## config.mk

```make
export PLATFORM = sky130hd
export DESIGN_NAME = lc3b_control
export DESIGN_NICKNAME = d
export VERILOG_FILES = /design/src/rtl/lc3b_types.sv /design/src/rtl/lc3b_mem_watchdog.sv /design/src/rtl/lc3b_control.sv
export SDC_FILE = /design/constraint.sdc
export NUM_CORES = 1
export LEC_CHECK = 0
export ABC_AREA = 1
export CORE_ASPECT_RATIO = 0.9
export CORE_MARGIN = 1
export CORE_UTILIZATION = 45
export DETAILED_ROUTE_END_ITERATION = 7
export GPL_TIMING_DRIVEN = 1
export PLACE_DENSITY = 0.72
export SYNTH_ARGS = -nofsm -noshare
export SYNTH_HDL_FRONTEND = slang
export SYNTH_HIERARCHICAL = 1
export SYNTH_SLANG_ARGS = --single-unit
```

## constraint.sdc

```tcl
create_clock -name clk -period 4.6 [get_ports clk]
set_input_delay 0.69 -clock clk [delete_from_list [all_inputs] [get_ports clk]]
set_output_delay 0.69 -clock clk [all_outputs]
set_load 0.05 [all_outputs]
```

## src/rtl/lc3b_types.sv

```systemverilog
// Shared LC-3b types: opcodes, ALU operations, control-FSM states and the
// datapath control word driven by lc3b_control.
package lc3b_types;

  typedef enum logic [3:0] {
    op_br   = 4'b0000,
    op_add  = 4'b0001,
    op_ldb  = 4'b0010,
    op_stb  = 4'b0011,
    op_jsr  = 4'b0100,
    op_and  = 4'b0101,
    op_ldr  = 4'b0110,
    op_str  = 4'b0111,
    op_rti  = 4'b1000,
    op_not  = 4'b1001,
    op_ldi  = 4'b1010,
    op_sti  = 4'b1011,
    op_jmp  = 4'b1100,
    op_shf  = 4'b1101,
    op_lea  = 4'b1110,
    op_trap = 4'b1111
  } lc3b_opcode;

  typedef enum logic [2:0] {
    alu_add  = 3'd0,
    alu_and  = 3'd1,
    alu_not  = 3'd2,
    alu_pass = 3'd3,
    alu_sll  = 3'd4,
    alu_srl  = 3'd5,
    alu_sra  = 3'd6
  } lc3b_aluop;

  typedef enum logic [3:0] {
    st_fetch1,
    st_fetch2,
    st_fetch3,
    st_decode,
    st_add,
    st_and,
    st_not,
    st_br,
    st_br_taken,
    st_calc_addr,
    st_ldr1,
    st_ldr2,
    st_str1,
    st_str2,
    st_error
  } lc3b_ctrl_state;

  localparam int unsigned LC3B_MEM_TIMEOUT_DFLT = 255;

  // One cycle's worth of datapath and memory controls.
  typedef struct packed {
    logic      load_pc;
    logic      load_ir;
    logic      load_regfile;
    logic      load_mar;
    logic      load_mdr;
    logic      load_cc;
    logic      pcmux_sel;
    logic      storemux_sel;
    logic      alumux_sel;
    logic      regfilemux_sel;
    logic      marmux_sel;
    logic      mdrmux_sel;
    lc3b_aluop aluop;
    logic      mem_read;
    logic      mem_write;
  } lc3b_ctrl_t;

  // States that sit waiting on mem_resp and are covered by the watchdog.
  function automatic logic is_mem_wait(input lc3b_ctrl_state s);
    return (s == st_fetch2) || (s == st_ldr1) || (s == st_str2);
  endfunction

endpackage

```

## src/rtl/lc3b_mem_watchdog.sv

```systemverilog
// Counts consecutive unanswered cycles in a memory wait state and flags
// expiry on the cycle the count reaches TIMEOUT; TIMEOUT=0 disables it.
module lc3b_mem_watchdog #(
  parameter int unsigned TIMEOUT = 255
) (
  input  logic clk,
  input  logic reset_n,
  input  logic clear,
  input  logic count_en,
  input  logic resp,
  output logic expired
);

  localparam int unsigned CNT_W = (TIMEOUT > 0) ? $clog2(TIMEOUT + 1) : 1;
  localparam int unsigned LAST  = (TIMEOUT > 0) ? TIMEOUT - 1 : 0;

  logic [CNT_W-1:0] cnt_q, cnt_d;

  always_comb begin
    cnt_d = cnt_q;
    if (clear) begin
      cnt_d = '0;
    end else if (count_en && !resp) begin
      cnt_d = cnt_q + CNT_W'(1);
    end
  end

  always_ff @(posedge clk or negedge reset_n) begin
    if (!reset_n) begin
      cnt_q <= '0;
    end else begin
      cnt_q <= cnt_d;
    end
  end

  // A response in the final cycle still wins over expiry.
  assign expired = (TIMEOUT != 0) && count_en && !resp && (cnt_q == CNT_W'(LAST));

endmodule

```

## src/rtl/lc3b_control.sv

```systemverilog
// Multicycle Moore control FSM for the LC-3b mp0 core (ADD/AND/NOT/BR/LDR/STR)
// with a memory-response watchdog that parks the core in a sticky error state.
module lc3b_control
  import lc3b_types::*;
#(
  parameter int unsigned MEM_TIMEOUT = LC3B_MEM_TIMEOUT_DFLT
) (
  input  logic       clk,
  input  logic       reset_n,
  input  logic [3:0] opcode,
  input  logic       branch_enable,
  input  logic       mem_resp,
  output logic       load_pc,
  output logic       load_ir,
  output logic       load_regfile,
  output logic       load_mar,
  output logic       load_mdr,
  output logic       load_cc,
  output logic       pcmux_sel,
  output logic       storemux_sel,
  output logic       alumux_sel,
  output logic       regfilemux_sel,
  output logic       marmux_sel,
  output logic       mdrmux_sel,
  output logic [2:0] aluop,
  output logic       mem_read,
  output logic       mem_write,
  output logic       mem_error
);

  lc3b_ctrl_state state_q, state_d;
  lc3b_ctrl_t     ctrl;
  logic           active_q;
  logic           mem_error_q;
  logic           wd_clear, wd_count_en, wd_expired;

  // active_q holds outputs low until the first edge after reset release, so
  // every control drops asynchronously with reset_n and FETCH1 gets a full cycle.
  always_ff @(posedge clk or negedge reset_n) begin
    if (!reset_n) begin
      state_q     <= st_fetch1;
      active_q    <= 1'b0;
      mem_error_q <= 1'b0;
    end else begin
      state_q  <= state_d;
      active_q <= 1'b1;
      if (state_q == st_error) begin
        mem_error_q <= 1'b1;
      end
    end
  end

  always_comb begin
    state_d    = state_q;
    ctrl       = '0;
    ctrl.aluop = alu_add;
    if (active_q) begin
      case (state_q)
        st_fetch1: begin
          ctrl.marmux_sel = 1'b0;
          ctrl.load_mar   = 1'b1;
          ctrl.pcmux_sel  = 1'b0;
          ctrl.load_pc    = 1'b1;
          state_d         = st_fetch2;
        end
        st_fetch2: begin
          ctrl.mem_read   = 1'b1;
          ctrl.mdrmux_sel = 1'b0;
          ctrl.load_mdr   = 1'b1;
          if (mem_resp)        state_d = st_fetch3;
          else if (wd_expired) state_d = st_error;
        end
        st_fetch3: begin
          ctrl.load_ir = 1'b1;
          state_d      = st_decode;
        end
        st_decode: begin
          case (lc3b_opcode'(opcode))
            op_add:         state_d = st_add;
            op_and:         state_d = st_and;
            op_not:         state_d = st_not;
            op_br:          state_d = st_br;
            op_ldr, op_str: state_d = st_calc_addr;
            default:        state_d = st_fetch1;
          endcase
        end
        st_add, st_and, st_not: begin
          ctrl.aluop          = (state_q == st_add) ? alu_add :
                                (state_q == st_and) ? alu_and : alu_not;
          ctrl.alumux_sel     = 1'b0;
          ctrl.regfilemux_sel = 1'b0;
          ctrl.load_regfile   = 1'b1;
          ctrl.load_cc        = 1'b1;
          state_d             = st_fetch1;
        end
        st_br: begin
          state_d = branch_enable ? st_br_taken : st_fetch1;
        end
        st_br_taken: begin
          ctrl.pcmux_sel = 1'b1;
          ctrl.load_pc   = 1'b1;
          state_d        = st_fetch1;
        end
        st_calc_addr: begin
          ctrl.storemux_sel = 1'b0;
          ctrl.alumux_sel   = 1'b1;
          ctrl.aluop        = alu_add;
          ctrl.marmux_sel   = 1'b1;
          ctrl.load_mar     = 1'b1;
          state_d = (lc3b_opcode'(opcode) == op_ldr) ? st_ldr1 : st_str1;
        end
        st_ldr1: begin
          ctrl.mem_read   = 1'b1;
          ctrl.mdrmux_sel = 1'b0;
          ctrl.load_mdr   = 1'b1;
          if (mem_resp)        state_d = st_ldr2;
          else if (wd_expired) state_d = st_error;
        end
        st_ldr2: begin
          ctrl.regfilemux_sel = 1'b1;
          ctrl.load_regfile   = 1'b1;
          ctrl.load_cc        = 1'b1;
          state_d             = st_fetch1;
        end
        st_str1: begin
          ctrl.storemux_sel = 1'b1;
          ctrl.aluop        = alu_pass;
          ctrl.mdrmux_sel   = 1'b1;
          ctrl.load_mdr     = 1'b1;
          state_d           = st_str2;
        end
        st_str2: begin
          ctrl.mem_write = 1'b1;
          if (mem_resp)        state_d = st_fetch1;
          else if (wd_expired) state_d = st_error;
        end
        st_error: begin
          state_d = st_error;
        end
        default: begin
          state_d = st_fetch1;
        end
      endcase
    end
  end

  // Wait states are only ever entered from non-wait states, so clear on entry.
  assign wd_count_en = active_q && is_mem_wait(state_q);
  assign wd_clear    = is_mem_wait(state_d) && (state_d != state_q);

  lc3b_mem_watchdog #(
    .TIMEOUT (MEM_TIMEOUT)
  ) u_watchdog (
    .clk      (clk),
    .reset_n  (reset_n),
    .clear    (wd_clear),
    .count_en (wd_count_en),
    .resp     (mem_resp),
    .expired  (wd_expired)
  );

  assign load_pc        = ctrl.load_pc;
  assign load_ir        = ctrl.load_ir;
  assign load_regfile   = ctrl.load_regfile;
  assign load_mar       = ctrl.load_mar;
  assign load_mdr       = ctrl.load_mdr;
  assign load_cc        = ctrl.load_cc;
  assign pcmux_sel      = ctrl.pcmux_sel;
  assign storemux_sel   = ctrl.storemux_sel;
  assign alumux_sel     = ctrl.alumux_sel;
  assign regfilemux_sel = ctrl.regfilemux_sel;
  assign marmux_sel     = ctrl.marmux_sel;
  assign mdrmux_sel     = ctrl.mdrmux_sel;
  assign aluop          = ctrl.aluop;
  assign mem_read       = ctrl.mem_read;
  assign mem_write      = ctrl.mem_write;
  assign mem_error      = mem_error_q;

endmodule

```

==> results.sh, run 1 <==
export IMPL_drt_iter0_drc=52
export IMPL_setup_viol=0
export IMPL_fill_cells=251
export IMPL_rows=17
export IMPL_postCtsSetupBuffers=0
export IMPL_clk_pin_slew_worst_paths_ns=0.08
export IMPL_grt_pass1_vias=1154
export IMPL_slew_headroom_pct=60.5
export IMPL_worstPathCellList="nor2_1 -> nand2_1 -> nand3_2 -> nand2_1 -> inv_1 -> nand2_2 -> nor4_1 -> inv_1 -> a21oi_1 -> a21oi_1 -> nand2_1 -> nand2_1 -> nand2_2 -> nand3_1 -> nand3_1 -> nand2_1 -> inv_1 -> nand2_1 -> a21oi_1 -> nor2_1"
export IMPL_yosys_cell_types_count=21
export IMPL_worst_path_buf_inv=3
export IMPL_period_share_pct=71.6
export IMPL_critPathTopFamily="simple AND/OR/NAND/NOR gates"
export IMPL_port_buffer_count=24
export IMPL_post_dp_cell_area_sq_um=1460
export IMPL_syn_area_sq_um=1220
export IMPL_grtUsageTotal_pct=23.0
export IMPL_status="finished, violations left"
export IMPL_grt_max_degree=17
export IMPL_die_x_um=56.9
export IMPL_routed_wl_um=2990
export IMPL_cap_viol_max_count=0
export IMPL_p_per_area_nw_per_um2=512
export IMPL_rsz0062_at_grt="no"
export IMPL_worstPathRequired_ns=4.77
export IMPL_ys_warn_count=6
export IMPL_wire_per_inst_um=11.7
export IMPL_crit_path_frequent_cell="nand2_1"
export IMPL_final_max_slew_viol_count=0
export IMPL_vias_per_cell=5.15
export IMPL_fp_dieH_um=51.4
export IMPL_cp_max_fo=8
export IMPL_crit_type="reg2reg"
export IMPL_grt_pass1_wl_um=5180
export IMPL_clk_latency_ns=0.27
export IMPL_fin_tns_setup_ns=0
export IMPL_final_area_sq_um=1500
export IMPL_overflow=0
export IMPL_io_pin_count=26
export IMPL_nets=238
export IMPL_drive_gt1_share_pct=8.37
export IMPL_drc=7
export IMPL_firstDrtPassIters=7
export IMPL_end_kind="flop"
export IMPL_clockBufferDepth=2
export IMPL_initial_core_util_pct=48.6
export IMPL_critical_path_slowest_cell="dfrtp_1"
export IMPL_cts_resized=0
export IMPL_hold_viol=0
export IMPL_num_vias=1314
export IMPL_htreeDepth=1
export IMPL_syn2layout_area_growth_pct=22.8
export IMPL_skew_ns=0.00225
export IMPL_antenna_found_initial=0
export IMPL_synth_top_cell_area_share_pct=28.7
export IMPL_finalCriticalPeriod_ns=3.29
export IMPL_netlist_top_cells_area="dfrtp_1 29%, nand2_1 19%, nor2_1 10%, nand3_1 7.4%, a21oi_1 7.0%"
export IMPL_synth_seq_cells=14
export IMPL_synth_top_area_cell="dfrtp_1"
export IMPL_numCtsBuffers=3
export IMPL_cts_sinks=14
export IMPL_cts_tree="built"
export IMPL_synthesis_nets=214
export IMPL_ctsHoldBuffers=0
export IMPL_violations="DRC"
export IMPL_antenna_left=0
export IMPL_diodes=0
export IMPL_syn_avg_cell_area_sq_um=5.97
export IMPL_worstMarginPinSlew_ns=0.591
export IMPL_die_area_sq_um=2920
export IMPL_gp_congestion=0.887
export IMPL_worstPathArrival_ns=3.46
export IMPL_crit_path_start_kind="flop"
export IMPL_peakVddDrop_mv=0.204
export IMPL_hold_path_class="reg2reg"
export IMPL_rrSetupSlack_ns=1.31
export IMPL_hpwl_um=2410
export IMPL_coreArea_sq_um=2510
export IMPL_clock_fmax_ghz=0.304
export IMPL_slowest_delay_ns=0.46
export IMPL_ys_seq_area_share_pct=28.7
export IMPL_synth_cells=204
export IMPL_cts_root_buf="clkbuf_4"
export IMPL_total_power_mw=0.766
export IMPL_power_leakage_nw=0.762
[per-layer routing]
metal	wire, um	GRT usage (%)	vias to the layer above
li1	-	-	686
met1	1540	33.6	586
met2	1250	34.3	42
met3	205	7.34	0
met4	0	1.63	0
met5	0	0	-
[state kept, by name, summed over array words and instances, names as in the netlist]
signal and flops:
u_watchdog/cnt_q 8, state_q 4, active_q 1, mem_error 1
[through the flow]
step	hold WS, ns	utilization (%)	worst slack, ns	cells
floorplan	0.394	-	1.66	204
global placement	0.455	58.2	1.50	251
detailed placement	0.453	58.2	1.34	251
CTS	0.474	59.6	1.35	255
global route	0.514	59.6	0.837	255
finish	0.466	59.6	1.31	255
[path summary, 6_finish.rpt]
| kind | from | end | cells after the start |
|---|---|---|---|
| max reg2reg | state_q[3]$_DFF_PN0_ | u_watchdog/cnt_q[6]$_DFFE_PN0P_ | 20 |
| min in group asynchronous | reset_n | state_q[0]$_DFF_PN0_ | 1 |
| max | state_q[3]$_DFF_PN0_ | u_watchdog/cnt_q[6]$_DFFE_PN0P_ | 20 |
| min reg2reg | mem_error$_DFFE_PN0N_ | mem_error$_DFFE_PN0N_ | 2 |
| max in group asynchronous | reset_n | u_watchdog/cnt_q[1]$_DFFE_PN0P_ | 1 |
| min | mem_error$_DFFE_PN0N_ | mem_error$_DFFE_PN0N_ | 2 |
[worst reg2reg max path, delay by kind of cell (launching register included)]
kind                   cells  cell delay (ns)
AND/OR/NAND/NOR           14             1.85
buffers and inverters      3             0.43
AO/OA/AOI/OAI              3             0.44
flip-flops                 1             0.46
[synth_stat cells]
cell type	count
ha_1	2
nor4_1	1
dfrtp_1	14
nor2_2	1
clkbuf_1	1
a21oi_1	17
o211ai_1	1
nand2_4	1
nand2_2	5
nand2_1	63
o31ai_1	1
nor2_1	34
nor2_4	3
nor3_1	3
conb_1	2
buf_4	4
inv_2	3
nand3_2	2
inv_1	22
o21ai_0	6
nand3_1	18
[layout by cell type, fill, tap and decap left out, types with 5 or more instances in the layout]
cell,netlist,routed
inv_1,22,22
o21ai_0,6,6
nand3_1,18,18
clkdlybuf4s50_1,0,24
nand2_2,5,5
dfrtp_1,14,14
a21oi_1,17,17
nor2_1,34,34
nand2_1,63,63
[cell families (layout without fill, tap and decap cells)]
family / after synthesis / in the layout / share of synthesized area, %
buffers and inverters: 30 / 53 / 10.5
other: 2 / 2 / 0.616
AOI/OAI and AO/OA: 25 / 25 / 10.7
and+or+nand+nor: 131 / 131 / 47.4
adders and majority gates: 2 / 2 / 2.05
DFF: 14 / 14 / 28.7
[power by group]
group | switching, mW | leakage, nW | internal, mW | total [mW]
clock | 0.0365 | 0.0210 | 0.0481 | 0.0847
combinational | 0.338 | 0.558 | 0.153 | 0.491
sequential | 0.0455 | 0.183 | 0.145 | 0.190
[cell type report]
| type | count | area, sq um | area share [%] |
|---|---|---|---|
| Sequential cell | 14 | 350 | 23.4 |
| Tap cell | 28 | 35.0 | 2.34 |
| Inverter | 25 | 93.8 | 6.27 |
| Multi-Input combinational cell | 160 | 741 | 49.5 |
| Timing Repair Buffer | 24 | 240 | 16.1 |
| Clock buffer | 4 | 36.3 | 2.42 |
(Power assumes the default switching activity.)
==> run 2: changes to the inputs <==
--- a/config.mk
+++ b/config.mk
@@ -11,7 +11,7 @@
 export CORE_UTILIZATION = 45
 export DETAILED_ROUTE_END_ITERATION = 7
 export GPL_TIMING_DRIVEN = 1
-export PLACE_DENSITY = 0.72
+export PLACE_DENSITY = 0.75
 export SYNTH_ARGS = -nofsm -noshare
 export SYNTH_HDL_FRONTEND = slang
 export SYNTH_HIERARCHICAL = 1
==> constraint.sdc (replaced) <==
create_clock -name clk -period 3 [get_ports clk]
set_input_delay 0.45 -clock clk [delete_from_list [all_inputs] [get_ports clk]]
set_output_delay 0.45 -clock clk [all_outputs]
set_load 0.05 [all_outputs]
==> run 2 against run 1 <==
The run still ends with DRC left. Non-clock buffer count rose by 9. Setup slack got worse by 1.1 ns. Global-route usage rose by 1.5 points. Utilization rose by 4.0 points. Hold slack barely moved. Cell count rose by 3.5%.
==> results.sh, run 2 (synthesis results as in run 1) <==
export IMPL_worstPathRequired_ns=2.55
export IMPL_seq_power_share_pct=22.2
export IMPL_switching_share_pct=52.7
export IMPL_cp_max_fo=6
export IMPL_die_area_sq_um=2920
export IMPL_num_vias=1366
export IMPL_cts_sinks=14
export IMPL_end_kind="primary output"
export IMPL_clkPwrFrac_pct=10.2
export IMPL_nets=247
export IMPL_status="finished, violations left"
export IMPL_layout_setup_ws_ns=0.188
export IMPL_routed_wl_um=3350
export IMPL_reg2reg_depth=20
export IMPL_cts_tree="built"
export IMPL_largest_register="u_watchdog/cnt_q"
export IMPL_min_to="mem_error$_DFFE_PN0N_"
export IMPL_total_power_mw=1.28
export IMPL_clk_latency_ns=0.27
export IMPL_hpwl_um=2550
export IMPL_p_int_mw=0.607
export IMPL_syn2layout_area_growth_pct=31.0
export IMPL_port_buffer_count=24
export IMPL_antenna_found_initial=0
export IMPL_wire_per_inst_um=12.7
export IMPL_reg2reg_to="u_watchdog/cnt_q[6]$_DFFE_PN0P_"
export IMPL_whs_ns=0.466
export IMPL_rrSetupSlack_ns=0.24
export IMPL_biggestRegsByFlops="u_watchdog/cnt_q x8, state_q x4"
export IMPL_antenna_left=0
export IMPL_crit_type="reg2out"
export IMPL_setup_viol=0
export IMPL_cts_root_buf="clkbuf_4"
export IMPL_r2r_start="state_q[1]$_DFF_PN0_"
export IMPL_clockBufferDepth=2
export IMPL_layout_common_cells="60 x nand2_1, 33 x nor2_1, 24 x clkdlybuf4s50_1"
export IMPL_fp_dieH_um=51.4
export IMPL_final_area_sq_um=1600
export IMPL_fin_util_pct=63.6
export IMPL_hold_viol=0
export IMPL_hp_start="mem_error$_DFFE_PN0N_"
export IMPL_combPwrFrac_pct=67.6
export IMPL_htreeDepth=1
export IMPL_hold_path_class="reg2reg"
export IMPL_drc=6
export IMPL_final_max_slew_viol_count=0
export IMPL_p_per_area_nw_per_um2=804
export IMPL_drive_gt1_share_pct=15.7
export IMPL_initial_core_util_pct=48.6
export IMPL_vias_per_cell=5.17
export IMPL_power_leakage_nw=0.815
export IMPL_clk_pin_slew_worst_paths_ns=0.08
export IMPL_skew_ns=0.00355
export IMPL_rows=17
export IMPL_worstMarginPinSlew_ns=0.620
export IMPL_violations="DRC"
export IMPL_clock_fmax_ghz=0.356
export IMPL_grt_max_degree=17
export IMPL_slew_headroom_pct=58.5
export IMPL_dp_slack_ns=0.122
export IMPL_finalCriticalPeriod_ns=2.81
export IMPL_grt_pass1_wl_um=5460
export IMPL_firstDrtPassIters=7
export IMPL_overflow=0
export IMPL_diodes=0
export IMPL_fill_cells=253
export IMPL_worstPathArrival_ns=2.36
export IMPL_numCtsBuffers=3
export IMPL_cap_viol_max_count=0
export IMPL_period_share_pct=93.7
export IMPL_p_sw_mw=0.677
export IMPL_whs_path_depth=2
export IMPL_peakVddDrop_mv=0.440
export IMPL_largest_reg_flops=8
export IMPL_die_x_um=56.9
export IMPL_ctsHoldBuffers=0
export IMPL_io_pin_count=26
export IMPL_post_dp_cell_area_sq_um=1500
export IMPL_crit_path_start_kind="flop"
export IMPL_coreArea_sq_um=2510
export IMPL_final_common_cell="nand2_1"
export IMPL_grtUsageTotal_pct=24.5
export IMPL_gp_congestion=0.974
export IMPL_grt_pass1_vias=1208
export IMPL_drt_iter0_drc=58
==> run 2: cell types whose count changed in the layout (fill, tap and decap cells not counted), moves of 3 or more <==
cell,change
nand2_2,+3
dfrtp_2,+4
dfrtp_1,-4
buf_4,+9
nand2_1,-3
==> run 2: layer usage <==
metal | part of all wire (%) | track usage (%) | routed length [um] | vias up
li1 | - | - | - | 701
met1 | 48 | 37.8 | 1590 | 607
met2 | 44 | 34.9 | 1480 | 56
met3 | 7.9 | 6.08 | 265 | 2
met4 | 0.48 | 3.25 | 16 | 0
met5 | 0 | 0 | 0 | -
==> run 2: power by group through the flow <==
stage | clock network, mW | logic, mW | registers [mW]
6_report | 0.132 | 0.868 | 0.285
5_1_grt | 0.145 | 0.959 | 0.288
2_1_floorplan | 0 | 0.572 | 0.274
3_5_place_dp | 0 | 0.786 | 0.293
3_3_place_gp | 0 | 0.794 | 0.289
4_1_cts | 0.138 | 0.790 | 0.289
==> run 2: worst max path at each step <==
stage,end,startpoint,cells after the start
5_1_grt,u_watchdog/cnt_q[6]$_DFFE_PN0P_,state_q[0]$_DFF_PN0_,24
3_3_place_gp,u_watchdog/cnt_q[6]$_DFFE_PN0P_,state_q[0]$_DFF_PN0_,21
4_1_cts,u_watchdog/cnt_q[6]$_DFFE_PN0P_,state_q[0]$_DFF_PN0_,21
6_report,load_mdr,state_q[2]$_DFF_PN0_,6
3_5_place_dp,u_watchdog/cnt_q[6]$_DFFE_PN0P_,state_q[0]$_DFF_PN0_,21
2_1_floorplan,load_regfile,state_q[3]$_DFF_PN0_,5
==> run 2: final cells by class <==
cell class	count	area [sq um]	area share (%)
Clock buffer	4	36.3	2.27
Inverter	25	96.3	6.03
Multi-Input combinational cell	160	766	48.0
Sequential cell	14	355	22.3
Tap cell	28	35.0	2.19
Timing Repair Buffer	33	308	19.3
==> run 2: timing repair <==
item	CTS	global route
resized for setup	0	11
setup buffers	0	4
setup endpoints to repair	0	8
==> run 2: critical path: stages (launching register included) <==
cell and delay (ns):
dfrtp_2 0.46, inv_1 0.20, nand2_1 0.10, nor2_1 0.27, a21oi_1 0.10, a21oi_1 0.14, clkdlybuf4s50_1 0.82
==> run 2: stage by stage <==
step | cells | TNS [ns]
2_1_floorplan | 204 | 0
4_1_cts | 260 | 0
5_1_grt | 264 | -0.0847
3_3_place_gp | 256 | 0
3_5_place_dp | 256 | 0
6_report | 264 | 0
==> run 3: changes to the inputs <==
--- a/config.mk
+++ b/config.mk
@@ -8,10 +8,10 @@
 export ABC_AREA = 1
 export CORE_ASPECT_RATIO = 0.9
 export CORE_MARGIN = 1
-export CORE_UTILIZATION = 45
+export CORE_UTILIZATION = 40
 export DETAILED_ROUTE_END_ITERATION = 7
 export GPL_TIMING_DRIVEN = 1
-export PLACE_DENSITY = 0.75
+export PLACE_DENSITY = 0.68
 export SYNTH_ARGS = -nofsm -noshare
 export SYNTH_HDL_FRONTEND = slang
 export SYNTH_HIERARCHICAL = 1
==> run 3 against run 2 <==
The run now ends clean. Via count fell by 3.3%. Sequential cell count stayed put. First-iteration DRC count rose by 28%. Cell count rose by 3.8%. Total power is 6.4% lower. Non-clock buffer count fell by 1. Setup slack better by 0.024 ns. Clock-buffer cell count decreased by 1. Clock skew hardly changed. Hold slack barely moved. Global-route usage decreased by 5.0 points.
==> results.sh, run 3 (synthesis results as in run 1) <==
export IMPL_io_pin_count=26
export IMPL_place_inst=270
export IMPL_worstPathArrival_ns=2.34
export IMPL_clk_latency_ns=0.28
export IMPL_crit_path_end="load_regfile"
export IMPL_finalCriticalPeriod_ns=2.79
export IMPL_fp_dieH_um=54.4
export IMPL_port_buffer_count=24
export IMPL_setup_viol=0
export IMPL_antenna_left=0
export IMPL_overflow=0
export IMPL_cp_max_fo=5
export IMPL_grt_max_degree=17
export IMPL_nets=246
export IMPL_grt_pass1_vias=1083
export IMPL_die_x_um=60.2
export IMPL_diodes=0
export IMPL_drive_gt1_share_pct=13.2
export IMPL_routed_wl_um=2960
export IMPL_clk_pin_slew_worst_paths_ns=0.07
export IMPL_hpwl_um=2380
export IMPL_final_common_cell="nand2_1"
export IMPL_power_leakage_nw=0.788
export IMPL_crit_type="reg2out"
export IMPL_syn2layout_area_growth_pct=28.7
export IMPL_drt_iter0_drc=74
export IMPL_reg2reg_depth=20
export IMPL_hold_path_class="reg2reg"
export IMPL_worstSetupStartpoint="state_q[1]$_DFF_PN0_"
export IMPL_rrSetupSlack_ns=0.31
export IMPL_cts_sinks=14
export IMPL_numCtsBuffers=3
export IMPL_skew_ns=0.00372
export IMPL_post_dp_cell_area_sq_um=1530
export IMPL_cts_tree="built"
export IMPL_cts_root_buf="clkbuf_4"
export IMPL_clockBufferDepth=2
export IMPL_reg2reg_to="u_watchdog/cnt_q[6]$_DFFE_PN0P_"
export IMPL_die_area_sq_um=3270
export IMPL_period_share_pct=92.9
export IMPL_fill_cells=279
export IMPL_firstDrtPassIters=4
export IMPL_final_area_sq_um=1570
export IMPL_peakVddDrop_mv=0.291
export IMPL_final_max_slew_viol_count=0
export IMPL_worstPathRequired_ns=2.55
export IMPL_vias_per_cell=4.82
export IMPL_grtUsageTotal_pct=19.4
export IMPL_largest_register="u_watchdog/cnt_q"
export IMPL_worstMarginPinSlew_ns=0.615
export IMPL_num_vias=1321
export IMPL_crit_path_start_kind="flop"
export IMPL_initial_core_util_pct=43.3
export IMPL_end_kind="primary output"
export IMPL_biggestRegsByFlops="u_watchdog/cnt_q x8, state_q x4"
export IMPL_largest_reg_flops=8
export IMPL_wire_per_inst_um=10.8
export IMPL_htreeDepth=1
export IMPL_p_per_area_nw_per_um2=766
export IMPL_grt_pass1_wl_um=4760
export IMPL_gp_congestion=0.918
export IMPL_rows=18
export IMPL_status="finished, final reports clean"
export IMPL_slew_headroom_pct=58.8
export IMPL_drc=0
export IMPL_layout_common_cells="62 x nand2_1, 34 x nor2_1, 24 x clkdlybuf4s50_1"
export IMPL_fin_tns_setup_ns=0
export IMPL_cap_viol_max_count=0
export IMPL_antenna_found_initial=0
export IMPL_coreArea_sq_um=2820
export IMPL_ctsHoldBuffers=0
export IMPL_instances_no_fill=274
export IMPL_hold_viol=0
export IMPL_clock_fmax_ghz=0.359
export IMPL_r2r_start="state_q[1]$_DFF_PN0_"
run 3: cell types whose count changed in the layout (fill, tap and decap cells not counted), sizes merged:
cell    delta
buf        -1
clkbuf     -1
run 3: critical path, stage by stage, from the launching register on:
cell	delay, ns
dfrtp_2	0.46
buf_4	0.17
nand2_4	0.08
inv_1	0.07
nor3_1	0.21
nand2_1	0.08
o21ai_0	0.13
clkdlybuf4s50_1	0.86
run 3: what timing repair did:
item,CTS,global route
endpoints found under the hold margin,0,0
resized for setup,0,5
setup endpoints to repair,0,7
buffers inserted,0,1
run 3: area by class of cell:
type | instances | area (sq um) | area share, %
sequential | 14 | 353 | 22.5
inverter | 25 | 93.8 | 5.98
multi-input combinational | 160 | 749 | 47.8
timing repair buffer | 32 | 300 | 19.1
clock buffer | 3 | 22.5 | 1.44
tap | 40 | 50.0 | 3.19
run 3: routing by layer:
metal / global-route usage [%] / up-vias / share of wire (%)
met5: 0 / - / 0
met3: 4.96 / 0 / 8.5
met2: 28.0 / 60 / 41
li1: - / 699 / -
met4: 2.33 / 0 / 0
met1: 29.4 / 562 / 51
run 3: how the worst min path moves through the flow:
stage                          startpoint                    end  slack [ns]  depth (start not counted)
global placement    mem_error$_DFFE_PN0N_  mem_error$_DFFE_PN0N_        0.45                          2
CTS                 mem_error$_DFFE_PN0N_  mem_error$_DFFE_PN0N_        0.47                          2
finish              mem_error$_DFFE_PN0N_  mem_error$_DFFE_PN0N_        0.47                          2
floorplan                         reset_n     active_q$_DFF_PN0_        0.15                          0
global route        mem_error$_DFFE_PN0N_  mem_error$_DFFE_PN0N_        0.48                          2
detailed placement  mem_error$_DFFE_PN0N_  mem_error$_DFFE_PN0N_        0.45                          2
run 3: report_power, final:
| part | leakage, nW | internal (mW) | switching [mW] |
|---|---|---|---|
| Combinational | 0.595 | 0.280 | 0.549 |
| Clock | 0.0138 | 0.0466 | 0.0557 |
| Sequential | 0.180 | 0.225 | 0.0459 |
| Total | 0.788 | 0.551 | 0.650 |
run 3: stage by stage:
step	util, %	hold slack, ns	total power [mW]	setup WS (ns)
after floorplan	-	0.154	0.846	0.297
after global placement	54.3	0.454	1.08	0.165
after CTS	55.1	0.468	1.18	0.180
after global routing	55.7	0.481	1.30	-0.0188
after detailed placement	54.3	0.449	1.07	0.159
final	55.7	0.466	1.20	0.212
